[src/rtl/rmii_rx_deframer_pkg.sv]
// rmii_rx_deframer_pkg: shared FSM states, CRC-32 constants and RMII dibit codes
package eth_rx_pkg;
    typedef enum logic [1:0] {IDLE, PREAMBLE, DATA, DISCARD} state_t;
    localparam logic [31:0] CRC32_POLY = 32'hEDB88320;
    localparam logic [31:0] CRC32_INIT = 32'hFFFFFFFF;
    localparam logic [31:0] CRC32_RESIDUE = 32'hDEBB20E3;
    localparam logic [1:0] PRE_DIBIT = 2'b01;
    localparam logic [1:0] SFD_DIBIT = 2'b11;
endpackage

[src/rtl/rmii_rx_deframer_if.sv]
// rmii_rx_deframer_if: byte-wide payload stream without back-pressure
interface rmii_rx_deframer_if;
    logic tvalid;
    logic [7:0] tdata;
    logic tlast;
    logic tuser;
    modport master(output tvalid, tdata, tlast, tuser);
    modport slave(input tvalid, tdata, tlast, tuser);
endinterface

[src/rtl/rmii_rx_deframer_crc32_dibit.sv]
// crc32_dibit: reflected CRC-32 advanced by one dibit, bit 0 first
module crc32_dibit
    import eth_rx_pkg::*;
(
    input  logic [31:0] crc,
    input  logic [1:0]  dibit,
    output logic [31:0] crc_next
);
    logic [31:0] c1;
    // two serial LFSR steps, earliest wire bit first
    always_comb begin
        c1 = (crc >> 1) ^ ((crc[0] ^ dibit[0]) ? CRC32_POLY : 32'h0);
        crc_next = (c1 >> 1) ^ ((c1[0] ^ dibit[1]) ? CRC32_POLY : 32'h0);
    end
endmodule

[src/rtl/rmii_rx_deframer.sv]
// rmii_rx_deframer: RMII receive deframer stripping preamble/SFD/FCS into a byte stream
module rmii_rx_deframer
    import eth_rx_pkg::*;
#(
    parameter int MAX_BYTES = 1522
) (
    input  logic               sys_clk,
    input  logic               rst,
    input  logic               eth_rmii_crs_dv,
    input  logic               eth_rmii_rx_er,
    input  logic [1:0]         eth_rmii_rxd,
    rmii_rx_deframer_if.master m_axis,
    output logic [15:0]        frames_ok_cnt,
    output logic [15:0]        frames_err_cnt
);
    logic        crs_q, er_q, crs_d, er_d;
    logic [1:0]  rxd_q, rxd_d;
    state_t      state, state_nx;
    logic [31:0] crc, crc_nx;
    logic [7:0]  byte_sr;
    logic [1:0]  dibit_cnt;
    logic [15:0] byte_cnt;
    logic [39:0] hold;
    logic        er_seen, fin, fin_runt, fin_bad;
    logic        eof, data_ok, byte_done, over, sfd, push, fin_beat;

    // the S1 dibit is judged with the S0 crs_dv as lookahead: two lows end the frame,
    // a lone low is still data
    assign eof = !crs_d && !crs_q;
    assign data_ok = state == DATA && !eof;
    assign byte_done = data_ok && dibit_cnt == 2'd3;
    assign over = byte_done && byte_cnt == 16'(MAX_BYTES);
    assign sfd = state == PREAMBLE && !eof && rxd_d == SFD_DIBIT;
    assign push = byte_done && byte_cnt >= 16'd5;
    assign fin_beat = fin && !fin_runt;

    crc32_dibit u_crc (.crc(crc), .dibit(rxd_d), .crc_next(crc_nx));

    // next-state decode of the framing FSM
    always_comb begin
        state_nx = state;
        case (state)
            IDLE:     state_nx = (crs_d && rxd_d == PRE_DIBIT) ? PREAMBLE : IDLE;
            PREAMBLE: state_nx = eof ? IDLE : (rxd_d == PRE_DIBIT) ? PREAMBLE : sfd ? DATA : DISCARD;
            DATA:     state_nx = eof ? IDLE : over ? DISCARD : DATA;
            default:  state_nx = eof ? IDLE : DISCARD;
        endcase
    end

    // input registers (S0, S1) and FSM state
    always_ff @(posedge sys_clk) begin
        if (rst) begin
            {crs_q, er_q, rxd_q, crs_d, er_d, rxd_d} <= '0;
            state <= IDLE;
        end else begin
            {crs_q, er_q, rxd_q} <= {eth_rmii_crs_dv, eth_rmii_rx_er, eth_rmii_rxd};
            {crs_d, er_d, rxd_d} <= {crs_q, er_q, rxd_q};
            state <= state_nx;
        end
    end

    // byte assembly, CRC, 5-byte holding line and the deferred end-of-frame verdict
    always_ff @(posedge sys_clk) begin
        if (rst) begin
            crc <= '0;
            byte_sr <= '0;
            dibit_cnt <= '0;
            byte_cnt <= '0;
            hold <= '0;
            {er_seen, fin, fin_runt, fin_bad} <= '0;
        end else begin
            if (sfd) begin
                crc <= CRC32_INIT;
                dibit_cnt <= '0;
                byte_cnt <= '0;
                er_seen <= 1'b0;
            end
            if (data_ok) begin
                crc <= crc_nx;
                byte_sr <= {rxd_d, byte_sr[7:2]};
                dibit_cnt <= dibit_cnt + 2'd1;
                er_seen <= er_seen | er_d;
            end
            if (byte_done) begin
                hold <= {hold[31:0], rxd_d, byte_sr[7:2]};
                byte_cnt <= byte_cnt + 16'd1;
            end
            fin <= state == DATA && eof;
            fin_runt <= byte_cnt <= 16'd5;
            fin_bad <= crc != CRC32_RESIDUE || er_seen || dibit_cnt != 2'd0;
        end
    end

    // registered stream beats and frame counters
    always_ff @(posedge sys_clk) begin
        if (rst) begin
            m_axis.tvalid <= 1'b0;
            m_axis.tdata <= '0;
            m_axis.tlast <= 1'b0;
            m_axis.tuser <= 1'b0;
            frames_ok_cnt <= '0;
            frames_err_cnt <= '0;
        end else begin
            m_axis.tvalid <= push || fin_beat;
            m_axis.tdata <= (push || fin_beat) ? hold[39:32] : 8'h0;
            m_axis.tlast <= over || fin_beat;
            m_axis.tuser <= over || (fin_beat && fin_bad);
            frames_ok_cnt <= frames_ok_cnt + 16'(fin_beat && !fin_bad);
            frames_err_cnt <= frames_err_cnt + 16'(over || (fin && (fin_runt || fin_bad)));
        end
    end
endmodule
[src/flat_wrapper.sv]
// flat-port wrapper written by rule: the top's interface ports become plain ports
module rmii_rx_deframer_flat import eth_rx_pkg::*;
#(
    parameter int MAX_BYTES = 1522
)
  (sys_clk, rst, eth_rmii_crs_dv, eth_rmii_rx_er, eth_rmii_rxd, frames_ok_cnt, frames_err_cnt, m_axis_tvalid, m_axis_tdata, m_axis_tlast, m_axis_tuser);
  rmii_rx_deframer_if m_axis_i ();
  input  logic sys_clk;
  input  logic rst;
  input  logic eth_rmii_crs_dv;
  input  logic eth_rmii_rx_er;
  input  logic [1:0] eth_rmii_rxd;
  output logic [15:0] frames_ok_cnt;
  output logic [15:0] frames_err_cnt;
  output wire logic [$bits(m_axis_i.tvalid)-1:0] m_axis_tvalid;
  output wire logic [$bits(m_axis_i.tdata)-1:0] m_axis_tdata;
  output wire logic [$bits(m_axis_i.tlast)-1:0] m_axis_tlast;
  output wire logic [$bits(m_axis_i.tuser)-1:0] m_axis_tuser;
  assign m_axis_tvalid = m_axis_i.tvalid;
  assign m_axis_tdata = m_axis_i.tdata;
  assign m_axis_tlast = m_axis_i.tlast;
  assign m_axis_tuser = m_axis_i.tuser;
  rmii_rx_deframer #(.MAX_BYTES(MAX_BYTES)) u_core (.sys_clk(sys_clk), .rst(rst), .eth_rmii_crs_dv(eth_rmii_crs_dv), .eth_rmii_rx_er(eth_rmii_rx_er), .eth_rmii_rxd(eth_rmii_rxd), .m_axis(m_axis_i), .frames_ok_cnt(frames_ok_cnt), .frames_err_cnt(frames_err_cnt));
endmodule
[config.mk]
export PLATFORM = sky130hd
export DESIGN_NAME = rmii_rx_deframer_flat
export DESIGN_NICKNAME = d
export VERILOG_FILES = /design/src/rtl/rmii_rx_deframer_pkg.sv /design/src/rtl/rmii_rx_deframer_if.sv /design/src/rtl/rmii_rx_deframer_crc32_dibit.sv /design/src/rtl/rmii_rx_deframer.sv /design/src/flat_wrapper.sv
export SDC_FILE = /design/constraint.sdc
export NUM_CORES = 1
export LEC_CHECK = 0
export BUFFER_PORTS_ARGS = -buffer_cell sky130_fd_sc_hd__buf_2
export CORE_MARGIN = 5
export CORE_UTILIZATION = 25
export CTS_BUF_LIST = sky130_fd_sc_hd__clkbuf_4
export DETAILED_ROUTE_END_ITERATION = 10
export PLACE_DENSITY = 0.49
export SLEW_MARGIN = 10
export SYNTH_ARGS = -nofsm -noshare
export SYNTH_HDL_FRONTEND = slang
export SYNTH_SLANG_ARGS = --single-unit
[constraint.sdc]
create_clock -name sys_clk -period 3.6 [get_ports sys_clk]
set_input_delay 0.18 -clock sys_clk [delete_from_list [all_inputs] [get_ports sys_clk]]
set_output_delay 0.18 -clock sys_clk [all_outputs]
set_load 0.01 [all_outputs]
Word-level counts from Yosys, hierarchy flattened
Cells that the tools add are included.
{"block": "word_totals", "reg_bits": 155, "inputBits": 6, "wordCells": 89}
{"block": "classes", "add_sub_neg": 4, "magnitude_cmp": 2, "eq_ne": 7, "n_mux": 18, "n_bitwise": 6, "n_reduce_logical": 30}
{"op": "two-way mux 32 bit", "n": 4}
{"op": "XOR 31 x 32 -> 32 bit", "n": 2}
{"op": "adder 16 x 1 -> 16 bit", "n": 2}
{"op": "two-way mux 16 bit", "n": 2}
{"op": "!= test 32 bit, second input constant", "n": 1}
{"op": "adder 16 x 1 -> 16 bit, second input constant", "n": 1}
{"op": "== test 16 x 11 -> 1 bit, second input constant", "n": 1}
{"op": ">= comparator 16 x 3 -> 1 bit, second input constant", "n": 1}
{"op": "<= comparator 16 x 3 -> 1 bit, second input constant", "n": 1}
{"op": "logical AND 1 bit", "n": 13}
{"op": "two-way mux 2 bit", "n": 6}
{"op": "logical OR 1 bit", "n": 7}
{"op": "== test 2 bit, second input constant", "n": 3}
{"op": "one-hot mux 2 bit (3 select lines)", "n": 1}
{"op": "nonzero test 2 bit", "n": 3}
{"op": "logical NOT 1 bit", "n": 5}
{"op": "two-way mux 1 bit", "n": 5}
{"op": "== test 2 x 1 -> 1 bit, second input constant", "n": 2}
{"op": "adder 2 x 1 -> 2 bit, second input constant", "n": 1}
{"op": "logical NOT 2 bit", "n": 1}
{"op": "OR reduction 2 bit", "n": 1}
{"op": "XOR 1 bit", "n": 2}
{"op": "inverter 1 bit", "n": 1}
{"op": "bitwise OR 1 bit", "n": 1}

Logic depth before layout (Yosys ltp)
{"block": "depth", "depth_word": 9, "depth_mapped": 12}

Hierarchy
Synthesis repeated with hierarchy kept, for this count alone.
{"block": "hier_totals", "cells_unflattened": 676, "area_unflattened_um2": 6286.0}
{"module": "rmii_rx_deframer", "instances": 1, "cells_per_inst": 640, "area_each_um2": 5871.9, "seq_area_each_um2": 3062.9}
{"module": "crc32_dibit", "instances": 1, "cells_per_inst": 36, "area_each_um2": 414.1, "seq_area_each_um2": 0.0}

Worst setup path before layout
Ideal clock, no wire load.
{"block": "synth_timing", "path_kind": "reg2reg", "from": "register u_core.dibit_cnt[0]", "to": "register u_core.frames_err_cnt[12]", "setup_ns": 0.128, "arrival_ns": 2.436, "required_ns": 3.472, "slack_ns": 1.037, "stages_incl_launch_ff": 13, "period_less_slack_ns": 2.563, "path_cell_list": "dfxtp_1 > ha_1 > inv_1 > nor3_2 > buf_2 > nand4_1 > nand2_1 > ha_1 > ha_1 > inv_1 > nor4_1 > xnor2_1 > nor2_1"}
{"block": "synth_between", "elab_chain_cells": 5}
{"item": "start, declared", "line": "rmii_rx_deframer.sv:21", "rtl": "logic [1:0] dibit_cnt;"}
{"item": "start signal, assigned", "line": "rmii_rx_deframer.sv:81", "rtl": "dibit_cnt <= dibit_cnt + 2'd1;"}
{"item": "== test 2 bit", "line": "rmii_rx_deframer.sv:31", "rtl": "assign byte_done = data_ok && dibit_cnt == 2'd3;"}
{"item": "logical AND 1 bit", "line": "rmii_rx_deframer.sv:31"}
{"item": "logical AND 1 bit", "line": "rmii_rx_deframer.sv:32", "rtl": "assign over = byte_done && byte_cnt == 16'(MAX_BYTES);"}
{"item": "logical OR 1 bit", "line": "rmii_rx_deframer.sv:109", "rtl": "frames_err_cnt <= frames_err_cnt + 16'(over || (fin && (fin_runt || fin_bad)));"}
{"item": "adder 16 x 1 -> 16 bit", "line": "rmii_rx_deframer.sv:109"}
{"item": "end signal, assigned", "line": "rmii_rx_deframer.sv:109"}
{"item": "end, declared", "line": "rmii_rx_deframer.sv:14", "rtl": "output logic [15:0] frames_err_cnt"}
Every way passes these cells.
A chain may end at the register's enable or synchronous reset.

Final worst setup path
{"block": "layout_timing", "from": "register u_core.byte_cnt[12]", "to": "register u_core.frames_err_cnt[12]"}
{"block": "layout_between", "elab_chain_cells": 4}
{"item": "start, declared", "line": "rmii_rx_deframer.sv:22", "rtl": "logic [15:0] byte_cnt;"}
{"item": "start signal, assigned", "line": "rmii_rx_deframer.sv:86", "rtl": "byte_cnt <= byte_cnt + 16'd1;"}
{"item": "== test 16 x 11 -> 1 bit", "line": "rmii_rx_deframer.sv:32"}
{"item": "logical AND 1 bit", "line": "rmii_rx_deframer.sv:32"}
{"item": "logical OR 1 bit", "line": "rmii_rx_deframer.sv:109"}
{"item": "adder 16 x 1 -> 16 bit", "line": "rmii_rx_deframer.sv:109"}
Every way passes these cells.

==> results.md <==
* Status: finished clean
* FFs w/ async S/R, synth at 0%
* Post-layout minimum cycle time at just under 3 ns
* CTS tree: built
* Top cells by area, synth: dfxtp_1 (49%), nand2_1 (7.3%), a21oi_1 (6.3%)
* CP Class: reg2reg
* Worst-Margin Slew at 0.868 ns
* Synth Net Count at 736
* GRT overflow at 0
* Syn avg cell area at 8.76 um2
* Final core utilization at 28.7%
* Largest area contributor in the netlist: dfxtp_1
* Max-slew headroom at 42.0%
* Post-DP HPWL at ~9000 um
* Iter 0 DRT Violations at 355
* Sink Count at 153
* Post-DR wirelength/cell at roughly 13 um
* Crit start category: flop
* HP Class: in2reg
* Final setup fails at 0
* Die footprint at between 20000 and 30000 um2
* Die height at 169 um
* Count leader, synth: dfxtp_1
* Synth Flop Type: dfxtp_1
* Syn. warnings at 0
* Post-DRT Antenna Nets at 0
* Setup repair bufs after CTS at 0
* Layout cells sized above 1 at 13.1%
* Pin count of the biggest net entering global routing at 67
* Setup_tns at 0 ns
* Post-synthesis sequential area ratio at roughly 49%
* CP Data Required Time at roughly 4.0 ns
* Fmax at 347 MHz
* CP arrival at 3.31 ns
* Top cell type's share of synthesized area at about half
* Vias at 5060
* CTS clk-pin slew, worst paths at 0.12 ns
* P&R area growth vs syn at 13.7%
* CTS max path bufs at 2
* Final Wtd Congestion at 0.788
* Slowest library cell on the worst path: or4_1
* Final Cycle Share at 80.2%
* Worst Path Max Fanout at 6
* Crit-path leading delay family: simple AND/OR/NAND/NOR gates
* Slowest stage delay, CP at 0.58 ns
* CTS Hold Bufs at 4
* Total track usage at 10.0%
* Remaining DRCs at 0
* Core footprint at 25000 um2
* Clk Latency, worst-skew pair at about 0.55 ns
* Vias per cell at around 4.6
* Initial DRT Pass Iterations at 4
* Commonest cells in the netlist: dfxtp_1 (153), nand2_1 (122), a21oi_1 (79), nor2_1 (51), nor3_1 (47)
* Crit path cell chain: or4_1 -> nor4_1 -> nand4_1 -> nand2_1 -> ha_1 -> ha_1 -> inv_1 -> nor4_1 -> xnor2_1 -> nor2_1
* Area occupied by multi-input gates at 2970 um2
* Routed wire length at 13900 um
* Peak VDD IR at 0.167 mV
* Reg area at 3060 um2
* Buffers and inverters on the worst path at 1
* Pins Over Slew Limit at 0
* Die width at ~170 um
* Synth Register Bits at 153
* Leakage at 0.00257 uW
* Vias in the first global route at approximately 4700
* Number of CTS-inserted buffers at 17
* Clk root buf: clkbuf_4
* Post-CTS Resized at 0
* FP Rows at 58
* Initial antenna violation count at 1
* Cells after Synth at 720
* Htree depth at 4
* EDFF count, synth at 0
* # IOs at 49
* Unrepaired setup endpoints after global routing: false
* Power Density at 419 nW/um2
* NumNets Final at 772
* Number of max-cap violations at 0
* Crit end category: flop
* Count of different cell masters after synthesis at 56
* Final Hold Fails at 0
* Filler cells at about 2700
* Global-route wire length before repair at 23900 um
* Worst Skew at 0.0196 ns
* Initial Util at about a quarter
* IO buf count at 48
* Cell area after synthesis at about 6300 um2
[routing by layer]
metal | up-vias | part of all wire, % | track usage (%)
met1 | 2384 | 50 | 13.2
met4 | 0 | 1.4 | 3.39
li1 | 2582 | - | -
met2 | 79 | 45 | 16.0
met5 | - | 0 | 0
met3 | 15 | 4.6 | 2.52
[placed cells by master, fill, tap and decap left out, types with 8 or more instances in the layout]
cell type and instances:
a21oi_1 79, and2_1 8, buf_2 47, clkbuf_4 18, dfxtp_1 153, ha_1 10, inv_1 16, nand2_1 122
nand3_1 22, nand4_1 14, nor2_1 50, nor2b_1 13, nor3_1 47, nor4_1 13, o21ai_0 10, o31ai_1 11
xnor2_1 24, xor2_1 17
[worst paths after layout]
| check | to | slack [ns] | depth (start not counted) | startpoint |
|---|---|---|---|---|
| worst max-delay path | u_core.frames_err_cnt[12] | 0.71 | 10 | u_core.byte_cnt[12] |
| worst min-delay path | u_core.frames_err_cnt[13] | 0.14 | 2 | rst |
| worst max register to register | u_core.frames_err_cnt[12] | 0.71 | 10 | u_core.byte_cnt[12] |
| worst min register to register | u_core.rxd_d[1] | 0.45 | 1 | u_core.rxd_q[1] |
[cell type report]
class	instances	area share (%)
Inverter	16	0.837
Tap cell	330	5.76
Clock inverter	14	2.84
Multi-Input combinational cell	510	41.4
Clock buffer	18	1.88
Timing Repair Buffer	58	4.57
Antenna cell	1	0.0349
Sequential cell	153	42.7
[logic make-up (layout without fill, tap and decap cells)]
family                   Yosys count  after routing  synth area share (%)
AND/OR/NAND/NOR                  328            328                  25.4
adder cells (fa/ha/maj)           10             10                  1.98
AO/OA/AOI/OAI                    124            124                  11.9
buffers and inverters             57            106                  4.50
flip-flops                       153            153                  48.6
other                              0              1                     0
XOR/XNOR                          44             44                  7.00
multiplexers                       4              4                 0.674
[stage by stage]
| stage | std cells | setup WS, ns | power, uW | hold WS, ns | instance area (um2) |
|---|---|---|---|---|---|
| finish | 1100 | 0.714 | 3000 | 0.143 | 7170 |
| detailed placement | 1063 | 0.740 | 1810 | 0.404 | 6790 |
| global route | 1100 | 0.467 | 3130 | 0.131 | 7170 |
| global placement | 1063 | 0.818 | 1810 | 0.395 | 6790 |
| CTS | 1099 | 0.706 | 3060 | 0.115 | 7170 |
| floorplan | 720 | 1.04 | 1790 | 0.308 | 6310 |
[state kept, by name (all words and copies together) (netlist names), 6 cells and up]
name,cells
u_core.hold,40
u_core.crc,32
u_core.byte_cnt,16
u_core.frames_err_cnt,16
u_core.frames_ok_cnt,16
u_core.m_axis.tdata,8
u_core.byte_sr,6
[where the power goes]
group	internal, uW	total, uW	leakage, uW	switching, uW
combinational	22.6	70.1	0.00116	47.5
clock	621	1230	0.000175	609
sequential	1700	1700	0.00123	5.25
total	2340	3000	0.00257	661
(Power assumes the default switching activity.)
